<file path="src/rtl/if_fetch_ctrl.sv">
// IF-stage AXI4 read master: turns PC fetch requests into single-beat reads,
// buffers the instruction for IF/ID, and drains stale beats after a redirect.
// Optional feature macro: FETCH_ERR_EN (sticky RRESP error, NOP substitution).
module if_fetch_ctrl #(
    parameter int          ADDR_W    = 32,
    parameter int          DATA_W    = 32,
    parameter logic [3:0]  MASTER_ID = 4'h0
) (
    input  logic              clk,
    input  logic              rst,
    input  logic              fetch_req,
    input  logic [ADDR_W-1:0] fetch_addr,
    input  logic              redirect,
    input  logic              pipe_stall,
    output logic [DATA_W-1:0] inst_out,
    output logic              inst_valid,
    output logic              fetch_stall,
    output logic              fetch_err,
    output logic [3:0]        ARID,
    output logic [ADDR_W-1:0] ARADDR,
    output logic [3:0]        ARLEN,
    output logic [2:0]        ARSIZE,
    output logic [1:0]        ARBURST,
    output logic              ARVALID,
    input  logic              ARREADY,
    input  logic [3:0]        RID,
    input  logic [DATA_W-1:0] RDATA,
    input  logic [1:0]        RRESP,
    input  logic              RLAST,
    input  logic              RVALID,
    output logic              RREADY
);

    localparam logic [DATA_W-1:0] NOP = DATA_W'(32'h0000_0013);

    typedef enum logic [1:0] {
        IDLE = 2'd0,
        AR   = 2'd1,
        R    = 2'd2,
        DONE = 2'd3
    } state_t;

    state_t            state_q, state_d;
    logic              kill_q, kill_d;
    logic [ADDR_W-1:0] araddr_q, araddr_d;
    logic [DATA_W-1:0] inst_q, inst_d;
    logic [ADDR_W-1:0] aligned_addr;
    logic              kill_now;
    logic              bad_resp;

    // RID is not checked (single outstanding transaction); byte offset is dropped.
    logic unused_inputs;
    assign unused_inputs = ^{RID, fetch_addr[1:0], RRESP};

    assign aligned_addr = {fetch_addr[ADDR_W-1:2], 2'b00};
    // A redirect arriving with the final beat must already drop that beat.
    assign kill_now     = kill_q | redirect;
    assign bad_resp     = (RRESP != 2'b00);

    always_comb begin
        state_d  = state_q;
        kill_d   = kill_q;
        araddr_d = araddr_q;
        inst_d   = inst_q;
        case (state_q)
            IDLE: begin
                if (fetch_req && !redirect) begin
                    state_d  = AR;
                    araddr_d = aligned_addr;
                end
            end
            AR: begin
                if (redirect) begin
                    kill_d = 1'b1;
                end
                if (ARREADY) begin
                    state_d = R;
                end
            end
            R: begin
                if (redirect) begin
                    kill_d = 1'b1;
                end
                if (RVALID && RLAST) begin
                    if (kill_now) begin
                        kill_d  = 1'b0;
                        state_d = IDLE;
                    end else begin
`ifdef FETCH_ERR_EN
                        inst_d  = bad_resp ? NOP : RDATA;
`else
                        inst_d  = RDATA;
`endif
                        state_d = DONE;
                    end
                end
            end
            DONE: begin
                if (redirect) begin
                    state_d = IDLE;
                end else if (!pipe_stall) begin
                    if (fetch_req) begin
                        state_d  = AR;
                        araddr_d = aligned_addr;
                    end else begin
                        state_d = IDLE;
                    end
                end
            end
            default: state_d = IDLE;
        endcase
    end

    always_ff @(posedge clk or posedge rst) begin
        if (rst) begin
            state_q  <= IDLE;
            kill_q   <= 1'b0;
            araddr_q <= '0;
            inst_q   <= NOP;
        end else begin
            state_q  <= state_d;
            kill_q   <= kill_d;
            araddr_q <= araddr_d;
            inst_q   <= inst_d;
        end
    end

`ifdef FETCH_ERR_EN
    logic err_q, err_d;

    always_comb begin
        err_d = err_q;
        if (state_q == R && RVALID && !kill_now && bad_resp) begin
            err_d = 1'b1;
        end
    end

    always_ff @(posedge clk or posedge rst) begin
        if (rst) begin
            err_q <= 1'b0;
        end else begin
            err_q <= err_d;
        end
    end

    assign fetch_err = err_q;
`else
    logic unused_resp;
    assign unused_resp = bad_resp;
    assign fetch_err   = 1'b0;
`endif

    always_comb begin
        fetch_stall = 1'b1;
        if (!rst) begin
            case (state_q)
                IDLE:    fetch_stall = fetch_req;
                DONE:    fetch_stall = pipe_stall;
                default: fetch_stall = 1'b1;
            endcase
        end
    end

    assign inst_out   = inst_q;
    assign inst_valid = (state_q == DONE);
    assign ARVALID    = (state_q == AR);
    assign RREADY     = (state_q == R);
    assign ARADDR     = araddr_q;
    assign ARID       = MASTER_ID;
    assign ARLEN      = 4'd0;
    assign ARSIZE     = 3'b010;
    assign ARBURST    = 2'b01;

endmodule

</file>
<file path="config.mk">
export PLATFORM = sky130hd
export DESIGN_NAME = if_fetch_ctrl
export DESIGN_NICKNAME = d
export VERILOG_FILES = /design/src/rtl/if_fetch_ctrl.sv
export SDC_FILE = /design/constraint.sdc
export NUM_CORES = 1
export LEC_CHECK = 0
export CORE_ASPECT_RATIO = 1.4
export CORE_UTILIZATION = 39
export CTS_CLUSTER_SIZE = 12
export DETAILED_ROUTE_END_ITERATION = 6
export GPL_TIMING_DRIVEN = 0
export PLACE_DENSITY_LB_ADDON = 0.1
export SYNTH_ARGS = -nofsm -noshare
export SYNTH_HDL_FRONTEND = slang
export SYNTH_SLANG_ARGS = --single-unit
</file>
<file path="constraint.sdc">
create_clock -name clk -period 2.9 [get_ports clk]
set_clock_uncertainty 0.05 [all_clocks]
set_input_delay 0.58 -clock clk [delete_from_list [all_inputs] [get_ports clk]]
set_output_delay 0.58 -clock clk [all_outputs]
set_load 0.05 [all_outputs]
</file>
==> run_results.csv <==
group,metric,value,unit
outcome,status,"completed",
power_and_ir_drop,p_sw,2560,uW
sta,rsz0062_at_grt,"no",
clock_tree,htreeDepth,3,
worst_setup_path,critPathRequiredTime,2.27,ns
sta,finalCritPeriodShare,90.4,%
synth,synth-main-ff-cell,"dfrtp_1",
global_route,grtUsageTotal,18.4,%
synth,netlist_area,0.00289,mm2
routing,antenna_left,0,
global_route,grt_pass1_wl,10500,um
place,place_area,0.00442,mm2
clock_tree,cts_buffer_depth,2,
routing,drc_errors,0,
min_path,hp-class,"flop to flop",
run,max_cap_violations,0,
clock_tree,cts_hold_buffers,0,
routing,routedWlPerCell,14.9,um
layout,final_cell_mix,"clkdlybuf4s50_1, dfrtp_1, mux2_2",
sta,setup_viol,0,
routing,firstDrtPassIters,4,
sta,hold_violations,0,
layout,drive_gt1_share,31.1,%
power_and_ir_drop,comb_power_share,59.0,%
die,rows,36,
clock_tree,clock-sinks,65,
sta,tns,0,ns
layout,finalNetCount,429,
worst_setup_path,cp.arrival,1.99,ns
sta,period_minus_slack,2.62,ns
power_and_ir_drop,leakage,0.00216,uW
global_route,grt_max_degree,66,
global_route,antenna_found_initial,0,
sta,whs,0.456,ns
routing,routed-via-count,1973,
place,dp_hpwl,5010,um
place,io_buffers,135,
power_and_ir_drop,cell_internal_pwr,3060,uW
routing,first_iter_violations,50,
worst_setup_path,path_class,"flop to output port",
layout,antenna_cells,0,
sta,fmax,382,MHz
clock_tree,cts_buffers,9,
power_and_ir_drop,power_density,1210,mW/mm2
worst_setup_path,end_kind,"output port",
global_route,grt_pass1_vias,2050,
layout,layout_commonest_cell,"clkdlybuf4s50_1",
layout,fin_util,65.4,%
power_and_ir_drop,swShare,45.6,%
die,die_y,104,um
synth,syn-mean-instance-area,15.6,um2
place,place_congestion,0.770,
synth,synth_edf_count,0,
power_and_ir_drop,seq_power_share,27.2,%
sta,worst_pin_slew,0.798,ns
synth,synth_cells,185,
clock_tree,cts_root_buf,"clkbuf_8",
synth,ys_ff_latch,65,
clock_tree,post-cts-setup-buffers,0,
routing,vias_per_cell,4.43,
die,coreArea,0.00707,mm2
global_route,grt_overflow_total,0,
power_and_ir_drop,pwr-share-clk,13.7,%
power_and_ir_drop,ir_drop,0.580,mV
clock_tree,cts_resized,0,
synth,ys.warnings.count,0,
die,chipWidth,74.8,um
die,dieArea,0.00777,mm2
layout,final_cell_area,0.00463,mm2
clock_tree,clk_pin_slew,0.08,ns
synth,synthArstFlopShare,100,%
worst_setup_path,regToRegSetupSlack,0.83,ns
worst_setup_path,path_max_fanout,5,
sta,slew_headroom,46.8,%
die,start_util,40.9,%
synth,synth.distinct_cells,25,
synth,yosysSeqAreaShare,56.4,%
routing,wirelength,6630,um
sta,maxSlewViolCount,0,
clock_tree,insertion_delay,0.33,ns
worst_setup_path,worstSetupStartpointType,"flop",
die,io_pins,160,
layout,area_growth,59.9,%
clock_tree,cts_tree,"built",
==> per-layer routing <==
layer	up-vias	track usage, %	wire [um]
met3	11	4.65	383
met1	958	20.7	2520
met4	0	7.68	130
met5	-	0	0
li1	932	-	-
met2	72	31.8	3600
==> Yosys cell counts, types with 2 or more instances <==
library cell,number,area [um2]
dfrtp_1,62,1550
mux2_2,32,360
mux2_4,30,450
buf_4,16,120
buf_6,6,67.6
ha_1,6,75.1
a21oi_1,4,20.0
nand2_1,4,15.0
nand2b_1,4,25.0
dfstp_2,3,78.8
inv_1,3,11.3
conb_1,2,7.51
==> state kept, by name (all words and copies together) (netlist names) <==
register and count:
ARADDR 30, inst_out 32, kill_q 1, state_q 2
==> worst max-delay path, cell delays in order (launching register included) <==
cell,delay (ns)
dfrtp_1,0.43
inv_1,0.15
ha_1,0.25
clkdlybuf4s50_1,0.83
==> final cells by class <==
type,instances,area [um2]
fill,605,2450
sequential,65,1630
timing repair buffer,135,1350
multi-input combinational,109,1120
buffer,22,188
clock buffer,10,138
tap,95,119
clock inverter,6,67.6
inverter,3,13.8
==> power groups by stage <==
stage / combinational [uW] / clock [uW] / sequential [uW]
after floorplan: 911 / 0 / 2890
after global placement: 3310 / 0 / 1530
after CTS: 3340 / 792 / 1540
after detailed placement: 3330 / 0 / 1550
after global routing: 3440 / 835 / 1590
final: 3320 / 770 / 1530
==> final timing paths <==
| kind | from | endpoint | cells past startpoint |
|---|---|---|---|
| setup reg to reg | state_q[0] | inst_out[15] | 7 |
| min in group asynchronous | rst | ARADDR[17] | 2 |
| hold / removal | inst_out[16] | inst_out[16] | 1 |
| max in group asynchronous | rst | ARADDR[10] | 2 |
| setup / recovery | state_q[0] | RREADY | 3 |
| hold reg to reg | inst_out[16] | inst_out[16] | 1 |
==> cell families after synthesis <==
family                   share of synthesized area [%]
flip-flops                                        56.4
multiplexers                                      28.0
buffers and inverters                             6.88
AO/OA/AOI/OAI                                     3.29
AND/OR/NAND/NOR                                   2.60
adder cells (fa/ha/maj)                           2.60
other                                            0.260
==> per-stage QoR <==
| stage | instances | setup WS, ns | total power [uW] |
|---|---|---|---|
| floorplan | 199 | 0.649 | 3800 |
| global placement | 429 | -0.647 | 4840 |
| detailed placement | 429 | 0.189 | 4880 |
| CTS | 445 | 0.0408 | 5670 |
| global route | 445 | 0.170 | 5870 |
| finish | 445 | 0.279 | 5620 |
Note: power is estimated with default switching activity, not from simulation.
